<file path="config.mk">
export PLATFORM = sky130hd
export DESIGN_NAME = frame_stream_reader_flat
export DESIGN_NICKNAME = d
export VERILOG_FILES = /design/src/rtl/video_pkg.sv /design/src/rtl/frame_stream_reader_if.sv /design/src/rtl/frame_stream_reader_fifo.sv /design/src/rtl/frame_stream_reader.sv /design/src/flat_wrapper.sv
export SDC_FILE = /design/constraint.sdc
export NUM_CORES = 1
export LEC_CHECK = 0
export ABC_CLOCK_PERIOD_IN_PS = 2900
export CAP_MARGIN = 20
export CORE_ASPECT_RATIO = 1.2
export CORE_MARGIN = 1.5
export CORE_UTILIZATION = 58
export CTS_CLUSTER_SIZE = 12
export DETAILED_ROUTE_END_ITERATION = 8
export PLACE_DENSITY = 0.81
export SYNTH_ARGS = -nofsm -noshare
export SYNTH_HDL_FRONTEND = slang
export SYNTH_HIERARCHICAL = 1
export SYNTH_SLANG_ARGS = --single-unit
</file>
<file path="constraint.sdc">
create_clock -name clk -period 2.9 [get_ports clk]
set_input_delay 0.58 -clock clk [delete_from_list [all_inputs] [get_ports clk]]
set_output_delay 0.58 -clock clk [all_outputs]
set_load 0.02 [all_outputs]
</file>
<file path="src/rtl/video_pkg.sv">
// video_pkg: frame geometry, pixel/beat types and RGB444 -> 30-bit expansion shared by the frame reader.
package video_pkg;
  localparam int IMG_W = 320;
  localparam int IMG_H = 240;
  typedef logic [11:0] rgb444_t;
  typedef struct packed {logic [29:0] data; logic sop; logic eop;} st_beat_t;
  typedef enum logic [1:0] {IDLE, FETCH, DRAIN} rd_state_t;
  function automatic logic [29:0] expand444(rgb444_t c);
    return {c[11:8], c[11:8], 2'b00, c[7:4], c[7:4], 2'b00, c[3:0], c[3:0], 2'b00};
  endfunction
endpackage

</file>
<file path="src/rtl/frame_stream_reader_if.sv">
// frame_stream_reader_if: Avalon-ST video beat with valid/ready backpressure.
interface frame_stream_reader_if;
  logic [29:0] data_out;
  logic valid_out, startofpacket_out, endofpacket_out, ready_in;
  modport master (output data_out, valid_out, startofpacket_out, endofpacket_out, input ready_in);
  modport slave (input data_out, valid_out, startofpacket_out, endofpacket_out, output ready_in);
endinterface

</file>
<file path="src/rtl/frame_stream_reader_fifo.sv">
// stream_fifo: show-ahead synchronous FIFO of stream beats; head reads as zero while empty.
module stream_fifo
  import video_pkg::*;
#(
  parameter int DEPTH = 4,
  localparam int CW = $clog2(DEPTH + 1),
  localparam int PW = $clog2(DEPTH)
) (
  input  logic          clk,
  input  logic          reset,
  input  logic          wr_en,
  input  st_beat_t      wr_data,
  input  logic          rd_en,
  output st_beat_t      rd_data,
  output logic          empty,
  output logic [CW-1:0] count
);
  st_beat_t mem_q [DEPTH];
  logic [PW-1:0] wp_q, rp_q;
  logic [CW-1:0] cnt_q;
  logic pop;
  assign empty = cnt_q == '0;
  assign count = cnt_q;
  assign pop = rd_en && !empty;
  assign rd_data = empty ? '0 : mem_q[rp_q];
  always_ff @(posedge clk or negedge reset)
    if (!reset) begin
      wp_q <= '0;
      rp_q <= '0;
      cnt_q <= '0;
    end else begin
      if (wr_en) wp_q <= wp_q == PW'(DEPTH - 1) ? '0 : wp_q + PW'(1);
      if (pop) rp_q <= rp_q == PW'(DEPTH - 1) ? '0 : rp_q + PW'(1);
      cnt_q <= cnt_q + CW'(wr_en) - CW'(pop);
    end
  always_ff @(posedge clk)
    if (wr_en) mem_q[wp_q] <= wr_data;
endmodule

</file>
<file path="src/rtl/frame_stream_reader.sv">
// frame_stream_reader: sweeps the image RAM in raster order and streams one frame as an Avalon-ST packet.
// FRAME_READER_TEST_PATTERN_EN replaces RAM pixels with 8 vertical colour bars.
module frame_stream_reader
  import video_pkg::*;
#(
  parameter int WIDTH = IMG_W,
  parameter int HEIGHT = IMG_H,
  parameter int ADDR_W = 17,
  parameter int PIX_W = 12,
  parameter int RD_LAT = 2,
  parameter int FIFO_DEPTH = 4
) (
  input  logic                 clk,
  input  logic                 reset,
  input  logic                 enable,
  input  logic                 frame_start,
  output logic                 rd_en,
  output logic [ADDR_W-1:0]    rd_addr,
  input  logic [PIX_W-1:0]     rd_data,
  frame_stream_reader_if.master st,
  output logic                 busy,
  output logic                 frame_done,
  output logic                 overrun
);
  localparam int CW = $clog2(FIFO_DEPTH + 1);
  localparam logic [ADDR_W-1:0] LAST = ADDR_W'(WIDTH * HEIGHT - 1);
  rd_state_t state_q;
  logic [ADDR_W-1:0] addr_q;
  logic [RD_LAT-1:0] vld_q, sop_q, eop_q;
  logic done_q, ovr_q, xfer;
  logic [CW-1:0] fifo_cnt;
  logic fifo_empty;
  st_beat_t wr_beat, rd_beat;
  rgb444_t pix;
  assign busy = state_q != IDLE;
  // vld_q holds every read not yet written to the FIFO, so fifo + vld_q bounds the occupancy
  assign rd_en = state_q == FETCH && enable && (32'(fifo_cnt) + 32'($countones(vld_q))) < 32'(FIFO_DEPTH);
  assign rd_addr = addr_q;
  assign xfer = st.valid_out && st.ready_in;
  assign wr_beat = '{data: expand444(pix), sop: sop_q[RD_LAT-1], eop: eop_q[RD_LAT-1]};
  assign st.valid_out = !fifo_empty;
  assign st.data_out = rd_beat.data;
  assign st.startofpacket_out = rd_beat.sop;
  assign st.endofpacket_out = rd_beat.eop;
  assign frame_done = done_q;
  assign overrun = ovr_q;
  always_ff @(posedge clk or negedge reset)
    if (!reset) begin
      state_q <= IDLE;
      addr_q <= '0;
      vld_q <= '0;
      sop_q <= '0;
      eop_q <= '0;
      done_q <= 1'b0;
      ovr_q <= 1'b0;
    end else begin
      vld_q <= RD_LAT'({vld_q, rd_en});
      sop_q <= RD_LAT'({sop_q, rd_en && addr_q == '0});
      eop_q <= RD_LAT'({eop_q, rd_en && addr_q == LAST});
      done_q <= xfer && st.endofpacket_out;
      ovr_q <= frame_start && busy;
      if (rd_en) addr_q <= addr_q + ADDR_W'(1);
      case (state_q)
        IDLE: if (frame_start) begin
          state_q <= FETCH;
          addr_q <= '0;
        end
        FETCH: if (rd_en && addr_q == LAST) state_q <= DRAIN;
        DRAIN: if (xfer && st.endofpacket_out) state_q <= IDLE;
        default: state_q <= IDLE;
      endcase
    end
`ifdef FRAME_READER_TEST_PATTERN_EN
  localparam int XW = $clog2(WIDTH);
  localparam logic [95:0] BARS = {12'h000, 12'h00F, 12'hF00, 12'hF0F, 12'h0F0, 12'h0FF, 12'hFF0, 12'hFFF};
  logic [XW-1:0] col_q;
  logic [RD_LAT-1:0][11:0] pat_q;
  logic [2:0] bar;
  logic unused_rd;
  assign unused_rd = ^rd_data;
  assign bar = 3'(32'(col_q) / (WIDTH / 8));
  assign pix = pat_q[RD_LAT-1];
  always_ff @(posedge clk or negedge reset)
    if (!reset) begin
      col_q <= '0;
      pat_q <= '0;
    end else begin
      pat_q <= (RD_LAT * 12)'({pat_q, BARS[bar * 12 +: 12]});
      if (state_q == IDLE && frame_start) col_q <= '0;
      else if (rd_en) col_q <= col_q == XW'(WIDTH - 1) ? '0 : col_q + XW'(1);
    end
`else
  assign pix = rgb444_t'(rd_data);
`endif
  stream_fifo #(.DEPTH(FIFO_DEPTH)) u_fifo (
    .clk(clk), .reset(reset), .wr_en(vld_q[RD_LAT-1]), .wr_data(wr_beat),
    .rd_en(xfer), .rd_data(rd_beat), .empty(fifo_empty), .count(fifo_cnt)
  );
endmodule

</file>
<file path="src/flat_wrapper.sv">
// flat-port wrapper written by rule: the top's interface ports become plain ports
module frame_stream_reader_flat import video_pkg::*;
#(
  parameter int WIDTH = IMG_W,
  parameter int HEIGHT = IMG_H,
  parameter int ADDR_W = 17,
  parameter int PIX_W = 12,
  parameter int RD_LAT = 2,
  parameter int FIFO_DEPTH = 4
)
  (clk, reset, enable, frame_start, rd_en, rd_addr, rd_data, busy, frame_done, overrun, st_data_out, st_valid_out, st_startofpacket_out, st_endofpacket_out, st_ready_in);
  frame_stream_reader_if st_i ();
  input  logic clk;
  input  logic reset;
  input  logic enable;
  input  logic frame_start;
  output logic rd_en;
  output logic [ADDR_W-1:0] rd_addr;
  input  logic [PIX_W-1:0] rd_data;
  output logic busy;
  output logic frame_done;
  output logic overrun;
  output wire logic [$bits(st_i.data_out)-1:0] st_data_out;
  output wire logic [$bits(st_i.valid_out)-1:0] st_valid_out;
  output wire logic [$bits(st_i.startofpacket_out)-1:0] st_startofpacket_out;
  output wire logic [$bits(st_i.endofpacket_out)-1:0] st_endofpacket_out;
  input wire logic [$bits(st_i.ready_in)-1:0] st_ready_in;
  assign st_data_out = st_i.data_out;
  assign st_valid_out = st_i.valid_out;
  assign st_startofpacket_out = st_i.startofpacket_out;
  assign st_endofpacket_out = st_i.endofpacket_out;
  assign st_i.ready_in = st_ready_in;
  frame_stream_reader #(.WIDTH(WIDTH), .HEIGHT(HEIGHT), .ADDR_W(ADDR_W), .PIX_W(PIX_W), .RD_LAT(RD_LAT), .FIFO_DEPTH(FIFO_DEPTH)) u_core (.clk(clk), .reset(reset), .enable(enable), .frame_start(frame_start), .rd_en(rd_en), .rd_addr(rd_addr), .rd_data(rd_data), .st(st_i), .busy(busy), .frame_done(frame_done), .overrun(overrun));
endmodule
</file>
==> After elaboration in Yosys (flattened, before gate mapping) <==
Memory sizes are Yosys's and may differ from the RTL's.
Index checks and enable logic that the tools add are counted.
{ "word_totals": {"word_cells": 53, "mem_count": 1, "romBits": 0, "in_bits": 17, "latch_bits": 0, "ramBits": 104, "reg_bits": 34, "output_inout_bits": 54} }
{ "memory_table": {"columns": ["memory", "words", "width", "rd", "rd_ports_with_merged_regs", "write_ports", "line", "source"], "rows": [
  ["u_core.u_fifo.mem_q", 4, 26, 1, 0, 1, "frame_stream_reader_fifo.sv:18", "st_beat_t mem_q [DEPTH];"]
]} }
{ "classes": {"reduce_logical": 14, "order_cmp": 1, "shifts": 0, "n_mul": 0, "add_sub_neg": 7, "n_eq_ne": 8, "n_div": 0, "n_mux": 12, "bitwise": 0} }
{ "ops": {"columns": ["cell", "count"], "rows": [
  ["17-bit two-way mux", 3],
  ["3-bit by 32-bit adder with 32-bit output", 1],
  ["32-bit by 3-bit < comparator with 1-bit output, second input constant", 1],
  ["32-bit two-way mux", 1],
  ["17-bit by 1-bit adder with 17-bit output, second input constant", 1],
  ["17-bit equality test, second input constant", 1],
  ["17-bit zero test", 1],
  ["2-bit two-way mux", 5],
  ["1-bit logical AND", 8],
  ["2-bit equality test, second input constant", 3],
  ["2-bit one-hot mux with 3 select lines", 1],
  ["2-bit by 1-bit adder with 2-bit output, second input constant", 2],
  ["2-bit inequality test, second input constant", 2],
  ["3-bit by 1-bit adder with 3-bit output", 1],
  ["3-bit zero test", 1],
  ["3-bit AND reduction", 1],
  ["3-bit by 1-bit subtractor with 3-bit output", 1],
  ["1-bit by 1-bit adder with 2-bit output", 1],
  ["2-bit by 1-bit equality test with 1-bit output, second input constant", 1],
  ["2-bit zero test", 1],
  ["1-bit two-way mux", 2],
  ["2-bit by 1-bit inequality test with 1-bit output, second input constant", 1],
  ["2-bit nonzero test", 1],
  ["1-bit zero test", 1]
]} }

==> Logic depth before layout (Yosys ltp) <==
Gate-level depths: netlist of run 1.
{ "logic_depth": {"ltp_word": 7, "ltp_mapped": 13, "depth_no_buf": 12} }

==> By module <==
The synthesis of run 1 kept the hierarchy.
{ "modules_own_cells": {"columns": ["module", "instances", "seq_area_each_um2", "cells_per_inst", "area_per_inst_um2"], "rows": [
  ["stream_fifo", 1, 4018.9, 241, 5298.8],
  ["frame_stream_reader", 1, 675.6, 139, 1378.8]
]} }

==> Least setup slack after synthesis of run 1 <==
Ideal clock, no wire load.
{ "synth_timing": {"path_type": "register to register", "from": "register u_core.u_fifo.cnt_q[1], in the netlist u_core/u_fifo/count[1]", "to": "register u_core.u_fifo.cnt_q[2], in the netlist u_core/u_fifo/count[2]", "path_stages_with_launch": 14, "path_slack_ps": 318, "setup_time_ps": 128, "required_ps": 2772, "n_path_buf": 1, "t_arrival_ps": 2454, "period_less_slack_ps": 2582, "path_cell_list": "dfrtp_1 > or3_1 > clkbuf_1 > inv_1 > nor2b_1 > o31ai_1 > inv_1 > ha_1 > inv_1 > ha_1 > inv_1 > fa_1 > xnor2_1 > xnor2_1"} }
{ "synth_via": {"elab_chain_len": 5, "word_cells_on_any_way": 6, "cone_classes": "2 x add/sub; 4 x reduce/logical"} }
{ "synth_lines": {"columns": ["element", "line", "source"], "rows": [
  ["start, declared", "frame_stream_reader_fifo.sv:20", "logic [CW-1:0] cnt_q;"],
  ["start signal, assigned", "frame_stream_reader_fifo.sv:34", "cnt_q <= cnt_q + CW'(wr_en) - CW'(pop);"],
  ["3-bit zero test", "frame_stream_reader_fifo.sv:22", "assign empty = cnt_q == '0;"],
  ["net u_core.fifo_empty", "frame_stream_reader.sv:32", "logic fifo_empty;"],
  ["1-bit zero test", "frame_stream_reader.sv:41", "assign st.valid_out = !fifo_empty;"],
  ["1-bit logical AND", "frame_stream_reader.sv:39", "assign xfer = st.valid_out && st.ready_in;"],
  ["net u_core.xfer", "frame_stream_reader.sv:30", "logic done_q, ovr_q, xfer;"],
  ["1-bit logical AND", "frame_stream_reader_fifo.sv:24", "assign pop = rd_en && !empty;"],
  ["net u_core.u_fifo.pop", "frame_stream_reader_fifo.sv:21", "logic pop;"],
  ["3-bit by 1-bit subtractor with 3-bit output", "frame_stream_reader_fifo.sv:34", null]
]} }
The timed path passes the listed nets, and every way through them passes these cells.
A chain may end at the register's enable or synchronous reset.

==> results.yml, run 1 <==
clock_tree:
  cts_hold_buf: 0
  post-cts-setup-buffer-count: 0
  htreeDepth: 4
  cts-buffers-inserted: 17
  cts.path.max_buffers: 2
  tritoncts: "done"
  insertion_delay_ns: 0.41
  clk_pin_slew_ns: 0.06
  clock_sinks: 162
  root_buffer: "clkbuf_16"
floorplan:
  die_h_um: 121
  dieArea_um2: 12200
  start_util: 0.599
  pin_count: 71
  rows: 42
  coreArea_um2: 11100
  die_width_um: 101
sta:
  hold-worst-slack_ns: 0.350
  setup-tns-final_ns: 0
  setup_viol: 0
  fin_skew_ns: 0.00716
  rsz0062_at_grt: "false"
  fmax_ghz: 0.356
  period_minus_slack_ns: 2.81
  worst_slew_pin_slew_ns: 0.908
  drv_slew: 0
  period_share: 0.969
  slew_headroom: 0.395
  finalHoldViolCount: 0
  layout_setup_ws_ns: 0.0888
cells_and_area:
  instances_no_fill: 657
  antenna_cells: 0
  syn2layout_area_growth_pct: 24.0
  drive_above_1_share: 0.159
  nNetsFinal: 518
  postLayoutCoreUtil: 0.743
detailed_routing:
  drc_errors: 0
  wl_per_cell_um: 18.1
  wl_um: 11900
  ant_nets: 0
  drt_pass1_iterations: 4
  drt-vias-per-instance: 5.56
  vias: 3652
  drtIter0Drc: 157
setup_path:
  slowest_delay_ns: 0.54
  path_cells: "buf_12 > mux4_2 > and2_1 > clkdlybuf4s50_1"
  cp-end-kind: "output port"
  path_class: "reg2out"
  critPathLaunchType: "register"
  cp.required_ns: 2.32
  r2r-start: "u_core/u_fifo/count[0]$_DFF_PN0_"
  crit_fanout: 17
  cpMaxStageDelayCell: "clkdlybuf4s50_1"
  crit_arrival_ns: 2.23
  cp-startpoint: "u_core/u_fifo/rp_q[0]$_DFFE_PN0P_"
yosys:
  yosys.cell_types.count: 46
  synth.yosys.warnings: 6
  syn_area_um2: 6680
  yosys.area.top_type: "edfxtp_1"
  synth_edf_count: 128
  synth-main-ff-cell: "edfxtp_1"
  async_flop_share: 0.210
  synthCells: 380
  ys_seq_area_frac: 0.703
  syn_area_per_cell_um2: 17.6
  synth_area_leaders: "edfxtp_1, dfrtp_1, mux4_2"
  ys_ff_latch: 162
  synth_top_area_share: 0.576
grt:
  overflow: 0
  grt_max_degree: 35
  grt_pass1_vias: 3703
  groute.usage.overall: 0.211
  antenna_found_initial: 0
  grt_pass1_wl_um: 18900
placement:
  dp_hpwl_um: 7350
  dp.cells: 625
  gp_congestion: 0.825
  port_buffers: 70
  dp_slack_ns: 0.250
pwr:
  p_leak_nw: 3.14
  powerDensity_nw_per_um2: 983
  max-vdd-ir-drop_v: 0.000590
flow_run:
  drv_cap: 0
worst_hold_path:
  hold_path.class: "reg2reg"
  hp-start: "u_core/eop_q[0]$_DFF_PN0_"
run_status:
  status: "finished, final reports clean"
==> final cells by class <==
type                    count  area [µm²]
inverters                  14        52.6
flip-flops and latches    162        4700
clock inverters            15         144
multi-input cells         210        1890
repair buffers             85         885
fillers                   704        2860
well taps                 154         193
clock buffers              17         425
==> final timing paths <==
kind / end / slack (ns) / cells past startpoint
max: st_data_out[21] / 0.09 / 4
min: u_core/eop_q[1]$_DFF_PN0_ / 0.35 / 0
max reg2reg: u_core/u_fifo/count[2]$_DFF_PN0_ / 0.43 / 12
min reg2reg: u_core/eop_q[1]$_DFF_PN0_ / 0.35 / 0
max in group asynchronous: u_core/u_fifo/rp_q[0]$_DFFE_PN0P_ / 1.98 / 2
min in group asynchronous: u_core/rd_addr[0]$_DFF_PN0_ / 0.57 / 2
==> logic make-up (layout without fill, tap and decap cells) <==
logic type,Yosys count,after routing,share of synthesized area
buffers and inverters,31,131,0.0277
multiplexers,36,36,0.117
AO/OA/AOI/OAI,28,28,0.0287
AND/OR/NAND/NOR,105,105,0.0939
adder cells (fa/ha/maj),11,11,0.0217
XOR/XNOR,6,6,0.00787
other,1,24,0.000562
flip-flops,162,162,0.703
==> state kept, by name, indices dropped and copies added (netlist names) <==
register,count
u_core/rd_addr,17
u_core/sop_q,2
u_core/overrun,1
u_core/eop_q,2
u_core/frame_done,1
u_core/vld_q,2
u_core/u_fifo/rp_q,2
u_core/u_fifo/count,3
u_core/state_q,2
u_core/u_fifo/wp_q,2
u_core/u_fifo/mem_q,128
==> per-layer routing <==
metal	track usage	up-vias	routed length, µm
met1	0.270	1864	5040
li1	-	1678	-
met4	0.0764	0	123
met5	0	-	0
met2	0.356	99	6250
met3	0.0486	11	462
==> power by group <==
group | leakage (nW) | total, W | internal [W] | switching (W)
clock | 0.269 | 0.00212 | 0.00126 | 0.000864
combinational | 1.26 | 0.00294 | 0.00146 | 0.00148
sequential | 1.61 | 0.00308 | 0.00289 | 0.000196
total | 3.14 | 0.00814 | 0.00560 | 0.00254
==> critical path, delay by kind of cell (launching register included) <==
family / cells / cell delay [ns]
AND/OR/NAND/NOR: 1 / 0.17
flip-flops: 1 / 0.41
buffers and inverters: 2 / 0.73
multiplexers: 1 / 0.50
==> repair_timing <==
item / in CTS / in global routing
setup endpoints to repair: 5 / 16
gates resized for setup: 5 / 16
gates cloned: 0 / 0
==> cells in the final DEF (no fill, tap or decap), types with 3 or more instances in the layout <==
master           synthesis  layout
nand4_1                  6       6
buf_4                    0      12
buf_12                   3       3
inv_1                   14      14
mux4_1                   4       4
mux4_2                  28      28
dlymetal6s2s_1           0      16
or4_1                    6       6
nor4_1                   3       3
nor2_1                  10      10
dlygate4sd2_1            0       5
dfrtp_1                 34      33
conb_1                   1      24
o31ai_1                  6       6
clkdlybuf4s50_1          0      49
nor3_1                   3       3
nand3_1                  8       8
ha_1                    10      10
a21oi_1                  7       7
and3_1                   3       3
edfxtp_1               128     128
clkinv_2                 0       4
clkinv_4                 0       3
and2_1                  39      38
xnor2_1                  6       6
clkinvlp_4               0       4
nand2_1                 14      14
clkbuf_16                0      17
o21ai_0                  3       3
==> metrics by stage <==
step                      power, W  area (µm²)
final                      0.00814        8280
after global routing       0.00852        8280
after floorplan            0.00501        6760
after global placement     0.00607        7680
after detailed placement   0.00617        7680
after CTS                  0.00826        8240
==> cell usage after synthesis, types with 2 or more instances <==
cell	count
a21oi_1	7
o41ai_1	2
or4_1	6
and4_1	2
mux4_1	4
mux4_2	28
o21ai_0	3
nor4b_1	2
nand2_1	14
o21a_1	2
a2111oi_0	2
nor4_1	3
nand3_1	8
inv_1	14
mux2i_1	2
buf_6	2
and3_1	3
edfxtp_1	128
clkbuf_1	8
buf_2	3
and2_1	39
xnor2_1	6
a21o_1	2
nor3_1	3
ha_1	10
mux2_2	2
or3_1	2
nor2_1	10
buf_12	3
dfrtp_1	34
o31ai_1	6
nand4_1	6
Note: power is estimated with default switching activity, not from simulation.
==> inputs of run 2 (changes only) <==
Settings changed: CORE_ASPECT_RATIO 1.2 to 0.5, CORE_MARGIN 1.5 to not set, CTS_CLUSTER_SIZE 12 to 14.
==> run 2 against run 1 <==
  * Setup slack worse by 0.026 ns
  * Total power grew 2.0%
  * Combinational power about the same
  * Maximum frequency shrank 0.90%
  * Cell count shrank 2.0%
  * Sequential share of layout area rose by 0.12 points
  * Global-route usage up 2.2 points
  * Cell area is 0.21% lower
  * Routed wire length up 6.9%
  * Largest power group unchanged
==> results.yml, run 2 (synthesized netlist as in run 1, its figures left out) <==
run_status:
  status: "finished, final reports clean"
pwr:
  p_int_w: 0.00576
  max-vdd-ir-drop_v: 0.000522
  p_leak_nw: 3.11
  power.switching_w: 0.00254
  p_clk_frac: 0.273
  seqPwrFrac: 0.374
  powerDensity_nw_per_um2: 1000
  pwr-share-comb: 0.352
  swShare: 0.306
setup_path:
  crit_arrival_ns: 2.26
  cp-startpoint: "u_core/u_fifo/rp_q[0]$_DFFE_PN0P_"
  path_cells: "buf_4 > mux4_2 > and2_1 > clkdlybuf4s50_1"
  critPathBufInv: 2
  r2r_end: "u_core/u_fifo/count[2]$_DFF_PN0_"
  critPathLaunchType: "register"
  cp-end-kind: "output port"
  critPathTopFamily: "buffers and inverters"
  slowest_delay_ns: 0.54
  ff2ff_path_depth: 12
  r2r-start: "u_core/u_fifo/count[2]$_DFF_PN0_"
  crit_fanout: 7
  crit_cells: 4
  path_class: "reg2out"
  rrSetupSlack_ns: 0.49
  cp.required_ns: 2.32
  cpMaxStageDelayCell: "clkdlybuf4s50_1"
floorplan:
  pin_count: 71
  coreArea_um2: 11100
  rows: 27
  dieArea_um2: 12000
  start_util: 0.601
  die_width_um: 154
  die_h_um: 77.9
sta:
  worst_slew_pin_slew_ns: 0.893
  fin_skew_ns: 0.00720
  rsz0062_at_grt: "false"
  setup-tns-final_ns: 0
  fmax_ghz: 0.353
  setup_viol: 0
  slew_headroom: 0.405
  period_minus_slack_ns: 2.84
  finalHoldViolCount: 0
  period_share: 0.978
  layout_setup_ws_ns: 0.0631
  drv_slew: 0
detailed_routing:
  wl_per_cell_um: 19.7
  drt_pass1_iterations: 4
  drc_errors: 0
  ant_nets: 0
  drtIter0Drc: 170
  drt-vias-per-instance: 5.63
  vias: 3628
  wl_um: 12700
cells_and_area:
  final_cell_mix: "edfxtp_1, clkdlybuf4s50_1, and2_1, dfrtp_1, mux4_2"
  nNetsFinal: 515
  largest_register_ffs: 128
  drive_above_1_share: 0.150
  antenna_cells: 0
  top_register: "u_core/u_fifo/mem_q"
  mostFrequentLayoutCell: "edfxtp_1"
  syn2layout_area_growth_pct: 23.7
placement:
  gp_congestion: 0.856
  dp_hpwl_um: 7060
  dp_slack_ns: 0.258
  port_buffers: 70
clock_tree:
  cts_resized: 8
  root_buffer: "clkbuf_16"
  clk_pin_slew_ns: 0.06
  post-cts-setup-buffer-count: 0
  insertion_delay_ns: 0.41
  clock_sinks: 162
  tritoncts: "done"
  cts.path.max_buffers: 2
  cts_hold_buf: 0
  htreeDepth: 4
  cts-buffers-inserted: 17
grt:
  groute.usage.overall: 0.233
  grt_pass1_vias: 3697
  grt_pass1_wl_um: 20200
  antenna_found_initial: 0
  grt_max_degree: 35
  overflow: 0
worst_hold_path:
  hold_path.class: "reg2reg"
  hp-start: "u_core/sop_q[0]$_DFF_PN0_"
  holdPathStages: 0
  whs_endpoint: "u_core/sop_q[1]$_DFF_PN0_"
flow_run:
  drv_cap: 0
-- run 2: cell count changes in the layout (fill, tap and decap cells not counted), sizes merged --
cell,delta
clkinv,-7
clkbuf,+4
buf,-3
bufinv,+2
dlygate4sd2,+2
dlymetal6s2s,-2
-- run 2: final cells by class --
cell class	count	area, µm²
Clock buffer	21	440
Multi-Input combinational cell	210	1890
Fill cell	649	2850
Inverter	14	52.6
Timing Repair Buffer	82	846
Clock inverter	10	160
Sequential cell	162	4700
Tap cell	145	181
-- run 2: worst register-to-register path: cells and delay by family, from the launching register on --
kind / cells / cell delay [ns]
adders and majority gates: 3 / 0.78
AOI/OAI and AO/OA: 1 / 0.13
xor gates and xnor gates: 2 / 0.27
buffers and inverters: 4 / 0.27
DFF: 1 / 0.44
and+or+nand+nor: 2 / 0.40
-- run 2: routing by layer --
| layer | vias to the layer above | global-route usage | wire length (µm) |
|---|---|---|---|
| li1 | 1670 | - | - |
| met1 | 1828 | 0.304 | 5440 |
| met2 | 117 | 0.386 | 6470 |
| met3 | 13 | 0.0564 | 654 |
| met4 | 0 | 0.0850 | 123 |
| met5 | - | 0 | 0 |
-- run 2: power groups by stage --
stage	Sequential (W)	Clock, W	Combinational, W
floorplan	0.00310	0	0.00191
global placement	0.00312	0	0.00295
detailed placement	0.00314	0	0.00300
CTS	0.00311	0.00230	0.00300
global route	0.00315	0.00240	0.00315
finish	0.00311	0.00227	0.00292
-- run 2: per-stage QoR --
| step | instance area (µm²) | hold WS [ns] | util | instances | power [W] |
|---|---|---|---|---|---|
| floorplan | 6760 | 0.284 | - | 403 | 0.00501 |
| global placement | 7630 | 0.335 | 0.687 | 613 | 0.00607 |
| detailed placement | 7630 | 0.339 | 0.687 | 613 | 0.00614 |
| CTS | 8230 | 0.352 | 0.740 | 644 | 0.00841 |
| global route | 8260 | 0.369 | 0.743 | 644 | 0.00870 |
| finish | 8260 | 0.354 | 0.743 | 644 | 0.00830 |
-- run 2: worst max path at each step --
stage                                                  end  slack [ns]
final                                      st_data_out[22]        0.06
after global routing                       st_data_out[25]       0.007
after CTS                                  st_data_out[19]      0.0007
after detailed placement                             rd_en        0.26
after global placement                               rd_en        0.26
after floorplan           u_core/u_fifo/count[2]$_DFF_PN0_        0.32
==> inputs of run 3 (changes only) <==
Settings changed: GPL_TIMING_DRIVEN set to 0.
==> run 3 against run 2 <==
  * Setup slack improved by 0.037 ns
  * Sequential power barely moved
  * Global-route usage barely moved
  * Clock power fell by 2%
  * Combinational power barely moved
  * Clock skew rose by 0.0046 ns
  * Clock-buffer cell count fell by 4
  * Largest cell class unchanged
  * Largest power group unchanged
==> results.yml, run 3 (synthesized netlist as in run 1, its figures left out) <==
detailed_routing:
  drc_errors: 0
  vias: 3777
  drtIter0Drc: 198
  drt-vias-per-instance: 5.81
  wl_um: 12900
  ant_nets: 0
  drt_pass1_iterations: 5
  wl_per_cell_um: 19.9
setup_path:
  path_class: "reg2out"
  critPathLaunchType: "register"
  slowest_delay_ns: 0.55
  path_cells: "buf_6 > mux4_1 > and2_1 > clkdlybuf4s50_1"
  cpMaxStageDelayCell: "mux4_1"
  crit_fanout: 7
  cp.required_ns: 2.32
  cp-end-kind: "output port"
  crit_arrival_ns: 2.22
placement:
  dp.cells: 618
  gp_congestion: 0.924
  placed_area_um2: 7650
  dp_hpwl_um: 7410
  port_buffers: 70
sta:
  drv_slew: 0
  fmax_ghz: 0.357
  fin_skew_ns: 0.0118
  setup_viol: 0
  worst_slew_pin_slew_ns: 0.885
  rsz0062_at_grt: "false"
  period_minus_slack_ns: 2.80
  setup-tns-final_ns: 0
  slew_headroom: 0.410
  period_share: 0.966
  finalHoldViolCount: 0
grt:
  groute.usage.overall: 0.233
  grt_pass1_wl_um: 20300
  grt_max_degree: 35
  overflow: 0
  grt_pass1_vias: 3782
  antenna_found_initial: 0
clock_tree:
  tritoncts: "done"
  cts.path.max_buffers: 2
  root_buffer: "clkbuf_16"
  clock_sinks: 162
  insertion_delay_ns: 0.43
  clk_pin_slew_ns: 0.07
  cts_hold_buf: 0
  htreeDepth: 4
  cts-buffers-inserted: 17
floorplan:
  start_util: 0.601
  rows: 27
  coreArea_um2: 11100
  dieArea_um2: 12000
  pin_count: 71
  die_h_um: 77.9
  die_width_um: 154
cells_and_area:
  top_register: "u_core/u_fifo/mem_q"
  final_cell_mix: "edfxtp_1, clkdlybuf4s50_1, and2_1, dfrtp_1"
  drive_above_1_share: 0.168
  fillers: 674
  antenna_cells: 0
  instances_no_fill: 650
  syn2layout_area_growth_pct: 23.1
  postLayoutCoreUtil: 0.739
  nNetsFinal: 520
  largest_register_ffs: 128
  final_cell_area_um2: 8220
  mostFrequentLayoutCell: "edfxtp_1"
pwr:
  p_leak_nw: 3.05
  powerDensity_nw_per_um2: 998
  max-vdd-ir-drop_v: 0.000631
run_status:
  status: "finished, final reports clean"
flow_run:
  drv_cap: 0
worst_hold_path:
  hold_path.class: "in2async"
==> run 3: power by group <==
group	switching [W]	internal, W
Combinational	0.00155	0.00135
Clock	0.000992	0.00123
Sequential	0.000186	0.00289
==> run 3: through the flow <==
stage          hold slack (ns)  power [W]  setup WS [ns]
2_1_floorplan            0.284    0.00501          0.318
3_3_place_gp             0.332    0.00612         -0.135
3_5_place_dp             0.347    0.00619         -0.135
4_1_cts                  0.243    0.00826         0.0166
5_1_grt                  0.278    0.00857         0.0140
6_report                 0.222    0.00820         0.0997
==> run 3: worst max-delay path: cells and delay by family, from the launching register on <==
family	cells	cell delay, ns
buf+inv	2	0.71
simple gates	1	0.18
flops	1	0.37
mux	1	0.55
==> run 3: cell type report <==
class | count | area (µm²) | area share
clock inverter | 15 | 163 | 0.0198
sequential | 162 | 4700 | 0.571
timing repair buffer | 71 | 668 | 0.0813
inverter | 14 | 52.6 | 0.00639
clock buffer | 17 | 425 | 0.0518
buffer | 16 | 138 | 0.0167
multi-input combinational | 210 | 1890 | 0.231
tap | 145 | 181 | 0.0221
==> run 3: layer usage <==
| layer | track usage | share of wire | up-vias |
|---|---|---|---|
| li1 | - | - | 1686 |
| met1 | 0.298 | 0.42 | 1905 |
| met2 | 0.385 | 0.50 | 163 |
| met3 | 0.0531 | 0.056 | 23 |
| met4 | 0.109 | 0.016 | 0 |
| met5 | 0 | 0 | - |
==> run 3: final timing paths <==
path                            cells after the start                               from                                to  slack (ns)
worst min register to register                      0          u_core/eop_q[0]$_DFF_PN0_         u_core/eop_q[1]$_DFF_PN0_        0.36
max in group asynchronous                           1                              reset  u_core/u_fifo/count[1]$_DFF_PN0_        2.15
min in group clk                                    0          u_core/eop_q[0]$_DFF_PN0_         u_core/eop_q[1]$_DFF_PN0_        0.36
worst max register to register                     13   u_core/u_fifo/count[1]$_DFF_PN0_  u_core/u_fifo/count[2]$_DFF_PN0_        0.13
worst min-delay path                                1                              reset       u_core/rd_addr[0]$_DFF_PN0_        0.22
worst max-delay path                                4  u_core/u_fifo/rp_q[0]$_DFFE_PN0P_              st_startofpacket_out         0.1
==> run 3: what timing repair did <==
action / in CTS / in global routing
setup buffers: 0 / 1
resized for setup: 36 / 5
endpoints found under the hold margin: 0 / 0
endpoints found under the setup margin: 32 / 5
